<file path="config.mk">
export PLATFORM = sky130hd
export DESIGN_NAME = wb_master_seq
export DESIGN_NICKNAME = d
export VERILOG_FILES = /design/src/rtl/wb_master_seq.sv
export SDC_FILE = /design/constraint.sdc
export NUM_CORES = 1
export LEC_CHECK = 0
export ABC_CLOCK_PERIOD_IN_PS = 3500
export BUFFER_PORTS_ARGS = -buffer_cell sky130_fd_sc_hd__buf_2
export CORE_MARGIN = 4
export CORE_UTILIZATION = 40
export DETAILED_ROUTE_END_ITERATION = 16
export PLACE_DENSITY = 0.69
export SYNTH_ARGS = -nofsm -noshare
export SYNTH_HDL_FRONTEND = slang
export SYNTH_SLANG_ARGS = --single-unit
</file>
<file path="constraint.sdc">
create_clock -name clk -period 3.5 [get_ports clk]
set_input_delay 0.35 -clock clk [delete_from_list [all_inputs] [get_ports clk]]
set_output_delay 0.35 -clock clk [all_outputs]
set_load 0.01 [all_outputs]
</file>
<file path="src/rtl/wb_master_seq.sv">
// Wishbone initiator: takes one command on a valid/ready port, runs a single
// bus cycle (ack or timeout), and returns data/error on a held response port.
module wb_master_seq #(
  parameter int TIMEOUT = 256,
  parameter int TO_W    = 8
) (
  input  logic        clk,
  input  logic        rst,
  input  logic        cmd_valid,
  output logic        cmd_ready,
  input  logic        cmd_we,
  input  logic [16:0] cmd_addr,
  input  logic [31:0] cmd_wdata,
  input  logic [3:0]  cmd_wstb,
  output logic        rsp_valid,
  input  logic        rsp_ready,
  output logic [31:0] rsp_data,
  output logic        rsp_err,
  output logic [16:0] wb_addr,
  output logic [31:0] wb_wdata,
  output logic [3:0]  wb_wstb,
  output logic        wb_we,
  output logic        wb_re,
  output logic        wb_cyc,
  output logic        wb_stb,
  input  logic [31:0] wb_rdata,
  input  logic        wb_ack,
  output logic        busy
);

  // Handshakes: a command transfers on the edge where cmd_valid & cmd_ready;
  // a response transfers on the edge where rsp_valid & rsp_ready. Neither
  // ready depends combinationally on the matching valid.

  typedef enum logic [1:0] {
    IDLE = 2'd0,
    BUS  = 2'd1,
    RSP  = 2'd2
  } state_t;

  localparam logic [TO_W-1:0] TO_LAST = TO_W'(TIMEOUT - 1);

  state_t          state, state_nx;
  logic [TO_W-1:0] cnt, cnt_nx;
  logic            we_q, we_nx;
  logic [16:0]     addr_nx;
  logic [31:0]     wdata_nx;
  logic [3:0]      wstb_nx;
  logic [31:0]     data_nx;
  logic            err_nx;

  always_ff @(posedge clk or posedge rst) begin
    if (rst) begin
      state    <= IDLE;
      cnt      <= '0;
      we_q     <= 1'b0;
      wb_addr  <= '0;
      wb_wdata <= '0;
      wb_wstb  <= '0;
      rsp_data <= '0;
      rsp_err  <= 1'b0;
    end else begin
      state    <= state_nx;
      cnt      <= cnt_nx;
      we_q     <= we_nx;
      wb_addr  <= addr_nx;
      wb_wdata <= wdata_nx;
      wb_wstb  <= wstb_nx;
      rsp_data <= data_nx;
      rsp_err  <= err_nx;
    end
  end

  always_comb begin
    state_nx = state;
    cnt_nx   = cnt;
    we_nx    = we_q;
    addr_nx  = wb_addr;
    wdata_nx = wb_wdata;
    wstb_nx  = wb_wstb;
    data_nx  = rsp_data;
    err_nx   = rsp_err;
    case (state)
      IDLE: begin
        if (cmd_valid) begin
          state_nx = BUS;
          cnt_nx   = '0;
          we_nx    = cmd_we;
          addr_nx  = cmd_addr;
          wdata_nx = cmd_wdata;
          wstb_nx  = cmd_we ? cmd_wstb : 4'hf;
        end
      end
      BUS: begin
        // Ack is checked before the counter so a last-cycle ack still succeeds.
        if (wb_ack) begin
          state_nx = RSP;
          data_nx  = we_q ? 32'h0 : wb_rdata;
          err_nx   = 1'b0;
        end else if (cnt == TO_LAST) begin
          state_nx = RSP;
          data_nx  = 32'h0;
          err_nx   = 1'b1;
        end else begin
          cnt_nx = cnt + 1'b1;
        end
      end
      RSP: begin
        if (rsp_ready) begin
          state_nx = IDLE;
          cnt_nx   = '0;
        end
      end
      default: state_nx = IDLE;
    endcase
  end

  assign cmd_ready = (state == IDLE);
  assign rsp_valid = (state == RSP);
  assign busy      = (state != IDLE);
  assign wb_cyc    = (state == BUS);
  assign wb_stb    = (state == BUS);
  assign wb_we     = (state == BUS) &  we_q;
  assign wb_re     = (state == BUS) & ~we_q;

endmodule

</file>
# After elaboration in Yosys (flattened, before gate mapping)
# Cells that the tools add are included.
# classes
n_addsub	1
n_eq_ne	8
muxes	16
n_bitwise	3
reduce_logical	8
# ops
cell	count
2-to-1 mux 32 bit	3
2-to-1 mux 8 bit	4
case mux 8 bit (3 select lines)	1
adder 8 x 1 -> 8 bit, second input constant	1
equality test 8 bit, second input constant	1
2-to-1 mux 2 bit	4
!= test 2 bit, second input constant	3
case mux 2 bit (3 select lines)	1
AND reduction 5 bit	1
2-to-1 mux 4 bit	1
AND reduction 2 bit	2
nonzero test 2 bit	2
!= test 3 x 1 -> 1 bit, second input constant	1
AND reduction 3 bit	1
nonzero test 3 bit	1
bitwise AND 1 bit	2
equality test 2 x 1 -> 1 bit, second input constant	1
equality test 2 bit, second input constant	1
zero test 2 bit	1
2-to-1 mux 1 bit	2
!= test 2 x 1 -> 1 bit, second input constant	1
inverter 1 bit	1
# word_totals
register_bits	97
input_bits	91
output_inout_bits	93
wordCells	44

# Longest topological paths before layout
# Gate-level depths: netlist of the first run.
# logic_depth
word_depth	4
depth_mapped	7
ltp_nobuf	5

# Worst setup path before layout of the first run
# No wires, ideal clock.
# synth_path
kind	register to register
startpoint	register state[1]
endpoint	register wb_wdata[0]
setup_ns	0.128
t_arrival_ns	1.610
t_required_ns	3.372
slack_ns	1.762
stages_incl_launch_ff	7
n_path_buf	3
synth_period_minus_slack_ns	1.738
cell_sequence	dfrtp_1 > nor2_1 > and2_1 > buf_2 > buf_2 > buf_2 > mux2_1
# synth_via
elab_chain_len	2
# synth_rtl
item	line	text
from (decl)	43	state_t state, state_nx;
from (signal assigned)	63	state <= state_nx;
zero test 2 bit	--	
via cmd_ready	10	output logic cmd_ready,
AND reduction 2 bit (no source line)	--	
to (signal assigned)	67	wb_wdata <= wdata_nx;
to (decl)	20	output logic [31:0] wb_wdata,
# The timed path passes the listed nets, and every way through them passes these cells.
# A chain may end at the register's enable or synchronous reset.

# Worst setup path in the final report of the first run
# layout_path
startpoint	register state[1]
endpoint	output port wb_we
# layout_via
elab_chain_len	2
# layout_rtl
item	line	text
equality test 2 x 1 -> 1 bit	123	assign wb_we = (state == BUS) & we_q;
bitwise AND 1 bit	123	
to (decl)	22	output logic wb_we,
# No other way between the ends.

==> impl_results.md, run 1 <==
- Die extent in x: between 100 and 150 microns
- Core area: between 9000 and 10000 sq um
- Worst Tran Pin Value: between 1 and 1.5 ns
- Total track usage: between 15 and 20%
- Root buf cell: clkbuf_8
- CTS resizes: 0
- Area Overhead vs Synth: 31.73%
- WP data arrival: 1.76 ns
- Number of synthesized flops with an enable pin: 0
- Clock sinks: slightly below 100
- Power density over cell area: a little under 900 nW/um^2
- Setup Skew: about 0.016 ns
- Synth top area cells: dfrtp_1, mux2_2, a22o_1
- Share of cells above drive strength 1: a little under three fifths
- Drt drc: 0
- Initial DRC Count: 78
- Ys Warns: 0
- Static Leakage: 0.002594 uW
- Antenna diodes: 0
- Most common cell in the synthesized netlist: dfrtp_1
- Number of vias per cell: 4.946
- GR met1 Demand/Resource: 21.09%
- Design Area, Final: about 5000 sq um
- Min-delay worst type: input port to asynchronous set/reset pin
- Worst-skew pair later-pin latency: approximately 0.36 ns
- Async SR Flop Fraction: 100.0%
- Largest net degree at the start of global routing: about 60
- F_max: between 400 and 500 MHz
- Main synth FF type: dfrtp_1
- Critical Path End Type: output port
- Worst vdd ir: around 0.3 mV
- Row count: 35
- Vias in the first global route: between 2000 and 3000
- Bufs and invs on worst path: 2
- Die area: ~11000 sq um
- GPL Wtd Cong: between 0.7 and 0.8
- Register area share after synthesis: 64.45%
- Cts hold-fix bufs: 0
- Gr busiest metal: met2
- CP max stage cell: dfrtp_1
- Routed Antenna Nets: 0
- Syn nets: approximately 360
- Avg WL per Cell: ~16 microns
- Cell count after synthesis: about 270
- TritonCTS Buffers: 9
- Placed inst area: 4778 sq um
- Final setup vio count: 0
- Drt pass-1 iters: 4
- Count of pins over their slew limit: 0
- Synth top area share: between 60% and 70%
- #FFs+latches synth: slightly below 100
- CP max FO: 10
- Mapped Avg Cell Area: between 10 and 15 sq um
- First-pass GRT wire length: 14380 microns
- Worst path cell trace: nand2b_1 -> clkinv_1 -> and2_1 -> buf_2
- Post-DP HPWL: roughly 6700 microns
- Fin crit period: 2.112 ns
- Worst-path clk slew: approximately 0.11 ns
- Final Hold Fails: 0
- Final WL: 8988 microns
- Setup WS pre-CTS: 1.393 ns
- Final worst-path cycle share: between 60 and 70%
- Fin util: between 50% and 60%
- CTS tree: built
- Die H: roughly 110 microns
- Final WS setup: approximately 1.4 ns
- Post-CTS setup buffers: 0
- Cell taking the most area after synthesis: dfrtp_1
- Final #Nets: ~550
- Clk buf depth: 2
- WS Path Type: flop to output port
- Ports: 184
- CP Launch Type: flop
- Starting Density: roughly two fifths
- Via count: around 2800
- RSZ-0062 raised after global routing: no
- Met2 Use GR: 25.99%
- Total of max-cap violations: 0
- Met3 Use GR: 4.571%
- Setup TNS: 0 ns
- Top post-synthesis cells by count: dfrtp_1, mux2_2, a22o_1
- Count of cell types in the netlist: 33
- PortBufs: 183
- Peak per-stage delay on the critical path: 0.42 ns
- Status: complete, no violations
- Grt ovf: 0
- CP required: about 3.2 ns
- Antenna violations before repair: 0
- H-Tree Depth: 3
- Cell family with most CP delay: simple AND/OR/NAND/NOR gates
- Rel. slew slack: roughly a third
- Mapped Area: between 3000 and 4000 sq um
-- final timing paths --
path	to	cells after the start	slack [ns]	start
max	wb_we	4	1.39	state[1]
min	wb_wdata[18]	2	0.19	rst
max reg2reg	wb_addr[6]	4	1.39	state[1]
min reg2reg	wb_wdata[0]	1	0.49	wb_wdata[0]
max in group asynchronous	rsp_data[30]	3	2.45	rst
min in group clk	rsp_data[1]	2	0.20	wb_rdata[1]
-- area by class of cell --
class	count	area, sq um
inverter	10	38.79
timing repair buffer	189	960.9
tap	111	138.9
multi-input combinational	146	1212
sequential	97	2427
clock inverter	7	58.81
fill	813	4235
clock buffer	9	123.9
-- cell usage in the layout (no fill, tap or decap), drive strengths merged --
master | netlist | final
a21o | 1 | 1
a21oi | 4 | 4
a22o | 32 | 32
a31o | 1 | 1
a31oi | 7 | 7
and2 | 3 | 3
and3 | 3 | 3
buf | 17 | 189
clkbuf | 2 | 9
clkinv | 1 | 4
clkinvlp | 0 | 1
dfrtp | 97 | 97
ha | 1 | 1
inv | 9 | 12
mux2 | 50 | 50
mux2i | 1 | 1
nand2 | 4 | 4
nand2b | 2 | 2
nand3 | 10 | 10
nand4 | 2 | 2
nor2 | 10 | 10
nor3 | 1 | 1
nor3b | 1 | 1
nor4 | 1 | 1
o211a | 1 | 1
o21ai | 5 | 5
o2bb2ai | 1 | 1
or2 | 3 | 3
or3 | 1 | 1
or3b | 1 | 1
-- layer usage --
metal	vias up	routed length, microns	share of wire (%)
li1	1335	-	-
met1	1345	3952	44
met2	123	4264	47
met3	11	635	7.1
met4	0	136	1.5
met5	-	0	0
-- registers in the layout, summed over array words and instances, names as in the netlist --
register and cells:
wb_wstb 4, cnt 8, state 2, wb_addr 17, wb_wdata 32, we_q 1, rsp_data 32, rsp_err 1
-- stage by stage --
| step | total power [uW] | instances | hold slack [ns] |
|---|---|---|---|
| final | 4346 | 569 | 0.1862 |
| after global routing | 4649 | 569 | 0.1746 |
| after CTS | 4408 | 569 | 0.1859 |
| after detailed placement | 3718 | 553 | 0.4763 |
| after global placement | 3659 | 553 | 0.4666 |
| after floorplan | 2959 | 272 | 0.4357 |
-- logic make-up (layout without fill, tap and decap cells) --
kind of cell,after synthesis,after routing,synth area share (%)
flops,97,97,64.45
buf+inv,29,215,3.488
compound gates,52,52,10.73
simple gates,42,42,5.781
mux,51,51,15.22
fa+ha+maj,1,1,0.3322
-- worst reg2reg max path: stages (launching register included) --
cell	delay [ns]
dfrtp_1	0.43
nor2_1	0.19
and2_2	0.63
buf_4	0.38
mux2_2	0.37
-- where the power goes --
part / switching (uW) / internal [uW]
registers: 263 / 1630
logic: 883 / 885
clock network: 417 / 271
Power figures use the tool's default switching activity.
==> run 2, diff against run 1 <==
ABC_CLOCK_PERIOD_IN_PS = 1900   (was 3500)
PLACE_DENSITY = 0.72   (was 0.69)
clock period = 1.9 ns   (was 3.5 ns; I/O delays follow)
==> impl_results.md, run 2 (same netlist as run 1, synthesis figures left out) <==
- Status: complete, no violations (unchanged)
- Final WL: 9030 microns (was 8988 microns)
- Worst r2r src: cnt[0] (was state[1])
- Clk buf depth: 2 (unchanged)
- F_max: about 570 MHz
- Multi-input logic area: 1212 sq um (unchanged)
- Setup WS pre-CTS: 0.2122 ns (was 1.393 ns)
- GPL Wtd Cong: 0.8747 (was 0.7948)
- Final worst-path cycle share: between 90 and 100%
- Die H: 105.0 microns (unchanged)
- Initial DRC Count: 89 (was 78)
- Internal: 5287 uW (was 2783 uW)
- Vias in the first global route: 2937 (was 2806)
- Power density over cell area: 1615 nW/um^2 (was 876.0 nW/um^2)
- Core area: 9196 sq um (unchanged)
- Design Area, Final: 5020 sq um (was 4961 sq um)
- CTS tree: built (unchanged)
- CP Launch Type: flop (unchanged)
- Worst Tran Pin Value: 0.4379 ns (was 1.008 ns)
- Area Overhead vs Synth: 33.29% (was 31.73%)
- WS Path Type: flop to output port (unchanged)
- Sequential power share: 42.9% (was 43.5%)
- Final #Nets: 547 (was 545)
- PortBufs: 183 (unchanged)
- Worst vdd ir: 0.6354 mV (was 0.3083 mV)
- Placed inst area: 4813 sq um (was 4778 sq um)
- Met2 Use GR: 26.08% (was 25.99%)
- Via count: 2882 (was 2814)
- Rel. slew slack: 70.81% (was 32.69%)
- Critical path origin: state[1] (unchanged)
- Ports: 184 (unchanged)
- TritonCTS Buffers: 9 (unchanged)
- RSZ-0062 raised after global routing: no (unchanged)
- Met3 Use GR: 4.015% (was 4.571%)
- Tot Pwr: 8105 uW (was 4346 uW)
- R2R Setup Slk: 0.20 ns (was 1.39 ns)
- CP required: 1.71 ns (was 3.15 ns)
- Fin crit period: 1.757 ns
- CP max FO: 10 (unchanged)
- Setup Skew: 0.01300 ns (was 0.01627 ns)
- Sw Ratio: 34.77% (was 35.97%)
- Setup TNS: 0 ns (unchanged)
- Critical Path End Type: output port (unchanged)
- Row count: 35 (unchanged)
- Clock sinks: 97 (unchanged)
- Static Leakage: 0.002612 uW (was 0.002594 uW)
- R2R cell count: 6 (was 4)
- Total of max-cap violations: 0 (unchanged)
- Hold path endpoint: state[1]
- Die extent in x: 105.0 microns (unchanged)
- First-pass GRT wire length: 14560 microns (was 14380 microns)
- WHS Path Cells: 2
- Final setup vio count: 0 (unchanged)
- Post-DP HPWL: 6695 microns (was 6682 microns)
- Routed Antenna Nets: 0 (unchanged)
- Hold slack: 0.05014 ns (was 0.1862 ns)
- Fillcell total: 797 (was 813)
- Root buf cell: clkbuf_8 (unchanged)
- Drt pass-1 iters: 4 (unchanged)
- Top flop regs: rsp_data: 32 flops, wb_wdata: 32 flops, wb_addr: 17 flops (unchanged)
- Largest net degree at the start of global routing: 85 (was 59)
- Antenna violations before repair: 0 (unchanged)
- Worst-skew pair later-pin latency: 0.35 ns (was 0.36 ns)
- GR met1 Demand/Resource: 20.94% (was 21.09%)
- Final Hold Fails: 0 (unchanged)
- Most frequent cells in the layout: buf_2, dfrtp_1, mux2_2 (unchanged)
- Switch Pwr: 2818 uW (was 1563 uW)
- Min-delay worst type: input port to flop (was input port to asynchronous set/reset pin)
- Clock power share: 16.4% (was 15.8%)
- Final WS setup: 0.1431 ns (was 1.388 ns)
- Count of pins over their slew limit: 0 (unchanged)
- Die area: 11030 sq um (unchanged)
- Avg WL per Cell: 15.81 microns (was 15.80 microns)
- Share of cells above drive strength 1: 56.52% (was 56.77%)
- Number of vias per cell: 5.047 (was 4.946)
- Commonest non-fill, non-tap cell in the layout: buf_2 (unchanged)
- Reg area: 2427 sq um (unchanged)
- Grt ovf: 0 (unchanged)
- Antenna diodes: 0 (unchanged)
- Worst-path clk slew: 0.09 ns (was 0.11 ns)
- Critical R2R Capture: state[1] (was wb_addr[6])
- Drt drc: 0 (unchanged)
- Total track usage: 16.19% (was 16.35%)
- H-Tree Depth: 3 (unchanged)
- WP data arrival: 1.57 ns (was 1.76 ns)
- Starting Density: 40.95% (unchanged)
- Comb pwr share: 40.7% (about the same)
- Gr busiest metal: met2 (unchanged)
- Worst Min Path Start: rsp_ready
-- run 2: cell types whose count changed in the layout (fill, tap and decap cells not counted), sizes merged --
cell,previous run,this run
inv,12,9
clkbuf,9,11
buf,189,190
bufinv,0,1
clkinv,4,3
clkinvlp,1,2
dlygate4sd3,0,1
-- run 2: per-stage QoR --
| stage | cells | util (%) |
|---|---|---|
| 6_report | 571 | 54.58 |
| 5_1_grt | 571 | 54.58 |
| 4_1_cts | 571 | 54.58 |
| 3_5_place_dp | 554 | 52.34 |
| 3_3_place_gp | 554 | 52.34 |
| 2_1_floorplan | 272 | - |
-- run 2: what timing repair did --
item / 4_1_cts / 5_1_grt
endpoints found under the hold margin: 13 / 0
endpoints found under the setup margin: 1 / 0
setup buffers: 0 / 0
resized for setup: 1 / 0
hold buffers: 1 / 0
-- run 2: worst max path at each step --
stage / endpoint / slack (ns)
4_1_cts: wb_we / 0.12
3_5_place_dp: state[1] / 0.21
3_3_place_gp: state[1] / 0.26
2_1_floorplan: wb_wdata[0] / 0.16
5_1_grt: wb_we / 0.05
6_report: wb_we / 0.14
-- run 2: power groups by stage --
stage,registers (uW),logic (uW),clock network (uW)
floorplan,3930,1520,0
global placement,3500,3270,0
detailed placement,3520,3360,0
CTS,3490,3360,1370
global route,3610,3550,1470
finish,3480,3300,1330
-- run 2: final cells by class --
| type | instances | share of cell area [%] |
|---|---|---|
| inverters | 10 | 0.8475 |
| clock buffers | 11 | 2.617 |
| clock inverters | 5 | 1.271 |
| multi-input cells | 146 | 24.15 |
| well taps | 111 | 2.767 |
| flip-flops and latches | 97 | 48.36 |
| repair buffers | 191 | 19.99 |
-- run 2: worst max-delay path, stage by stage, from the launching register on --
cell and delay [ns]:
dfrtp_1 0.41, nand2b_1 0.26, clkinv_2 0.22, and2_1 0.21, buf_2 0.13
-- run 2: layer usage --
layer	part of all wire [%]	vias to the layer above
met5	0	-
met4	2.1	0
met3	6.7	18
met2	49	124
met1	42	1401
li1	-	1339
==> run 3, diff against run 2 <==
CTS_CLUSTER_DIAMETER = 30   (was not set)
PLACE_DENSITY = not set   (was 0.72)
PLACE_DENSITY_LB_ADDON = 0.08   (was not set)
==> impl_results.md, run 3 (same netlist as run 1, synthesis figures left out) <==
- Post-DP HPWL: 6313 microns (was 6695 microns)
- WS Path Type: flop to output port (unchanged)
- Area Overhead vs Synth: 33.82% (was 33.29%)
- GPL Wtd Cong: 0.7860 (was 0.8747)
- CTS tree: built (unchanged)
- H-Tree Depth: 3 (unchanged)
- Min-delay worst type: input port to flop (unchanged)
- Die extent in x: 105.0 microns (unchanged)
- DP Cell Count: 552 (was 554)
- Via count: 2797 (was 2882)
- Worst vdd ir: 0.6075 mV (was 0.6354 mV)
- Root buf cell: clkbuf_8 (unchanged)
- Setup Skew: 0.01460 ns (was 0.01300 ns)
- Final WL: 8953 microns (was 9030 microns)
- Setup TNS: 0 ns (unchanged)
- Share of cells above drive strength 1: 56.55% (was 56.52%)
- Number of vias per cell: 4.916 (was 5.047)
- First-pass GRT wire length: 14360 microns (was 14560 microns)
- RSZ-0062 raised after global routing: no (unchanged)
- Final #Nets: 545 (was 547)
- F_max: 574.9 MHz (was 569.2 MHz)
- Row count: 35 (unchanged)
- Drt pass-1 iters: 4 (unchanged)
- Critical Path End Type: output port (unchanged)
- Final setup vio count: 0 (unchanged)
- Worst-path clk slew: 0.08 ns (was 0.09 ns)
- Clk buf depth: 2 (unchanged)
- Grt ovf: 0 (unchanged)
- WP data arrival: 1.55 ns (was 1.57 ns)
- Largest net degree at the start of global routing: 98 (was 85)
- Commonest non-fill, non-tap cell in the layout: buf_2 (unchanged)
- Fin crit period: 1.739 ns (was 1.757 ns)
- Top flop regs: rsp_data: 32 flops, wb_wdata: 32 flops, wb_addr: 17 flops (unchanged)
- Static Leakage: 0.002621 uW (was 0.002612 uW)
- Worst Min Path Start: rsp_ready (unchanged)
- Antenna diodes: 0 (unchanged)
- Most frequent cells in the layout: buf_2, dfrtp_1, mux2_2 (unchanged)
- Critical R2R Capture: rsp_data[27] (was state[1])
- Design Area, Final: 5040 sq um (was 5020 sq um)
- Critical Path Sink: wb_we (unchanged)
- Worst r2r src: cnt[0] (unchanged)
- Core area: 9196 sq um (unchanged)
- Total of max-cap violations: 0 (unchanged)
- Post-Layout Cell Count: 569 (was 571)
- Worst-skew pair later-pin latency: 0.35 ns (about the same)
- Avg WL per Cell: 15.73 microns (was 15.81 microns)
- Placed inst area: 4811 sq um (was 4813 sq um)
- Die H: 105.0 microns (unchanged)
- PortBufs: 183 (unchanged)
- Vias in the first global route: 2869 (was 2937)
- CP required: 1.71 ns (about the same)
- CP max FO: 10 (unchanged)
- Status: complete, no violations (unchanged)
- Rel. slew slack: 64.68% (was 70.81%)
- Clock sinks: 97 (unchanged)
- Critical path origin: state[1] (unchanged)
- Power density over cell area: 1631 nW/um^2 (was 1615 nW/um^2)
- CP Launch Type: flop (unchanged)
- Total track usage: 16.42% (was 16.19%)
- Fillcell total: 816 (was 797)
- Final worst-path cycle share: 91.55% (was 92.47%)
- Drt drc: 0 (unchanged)
- R2R cell count: 6 (unchanged)
- Post-CTS setup buffers: 0 (unchanged)
- TritonCTS Buffers: 9 (unchanged)
- Ports: 184 (unchanged)
- Starting Density: 40.95% (unchanged)
- Die area: 11030 sq um (unchanged)
- Count of pins over their slew limit: 0 (unchanged)
- Final Hold Fails: 0 (unchanged)
- R2R Setup Slk: 0.21 ns (was 0.20 ns)
- Antenna violations before repair: 0 (unchanged)
- Initial DRC Count: 76 (was 89)
- Routed Antenna Nets: 0 (unchanged)
- Worst Tran Pin Value: 0.5297 ns (was 0.4379 ns)
==> run 3: changes by cell type in the layout (fill, tap and decap cells not counted) <==
cell and change:
bufinv_16 +1, clkinv_2 +1, clkinv_4 -1, clkbuf_1 -1, buf_4 -3, buf_12 +1
==> run 3: report_power, final <==
part | switching, uW | internal, uW
Combinational | 1630 | 1670
Clock | 702 | 747
Sequential | 479 | 3000
==> run 3: stage by stage <==
step	hold WS (ns)	setup slack [ns]	power, uW	utilization, %
2_1_floorplan	0.2757	0.1624	5451	-
3_3_place_gp	0.3881	0.2660	6812	52.31
3_5_place_dp	0.3909	0.2197	6878	52.31
4_1_cts	0.02351	0.1132	8369	54.80
5_1_grt	0.02903	0.05115	8800	54.80
6_report	0.04417	0.1606	8219	54.80
==> run 3: layout make-up <==
class	instances	area, sq um	share of cell area, %
repair buffers	189	1001	19.86
well taps	111	138.9	2.756
flip-flops and latches	97	2427	48.16
clock buffers	10	127.6	2.532
inverters	10	42.54	0.8441
clock inverters	6	90.09	1.787
multi-input cells	146	1212	24.06
==> run 3: worst min path at each step <==
stage	depth (start not counted)	slack [ns]	endpoint
after floorplan	1	0.28	rsp_err
after global routing	2	0.03	rsp_data[3]
after detailed placement	3	0.39	wb_wdata[25]
after CTS	2	0.02	state[1]
final	2	0.04	state[1]
after global placement	3	0.39	wb_addr[6]
==> run 3: worst max-delay path: stages (launching register included) <==
cell      delay [ns]
dfrtp_1         0.42
nand2b_1        0.25
clkinv_2        0.20
and2_1          0.20
buf_2           0.13
==> run 3: repair_timing <==
action | CTS | global route
hold buffers | 1 | 0
endpoints found under the hold margin | 45 | 0
resized for setup | 1 | 0
setup endpoints to repair | 1 | 0
==> run 3: per-layer routing <==
metal / part of all wire, % / track usage [%] / vias up / routed length, microns
li1: - / - / 1332 / -
met1: 45 / 21.58 / 1338 / 3985
met2: 46 / 25.39 / 114 / 4147
met3: 7.1 / 4.571 / 13 / 639
met4: 2.0 / 7.216 / 0 / 180
met5: 0 / 0 / - / 0
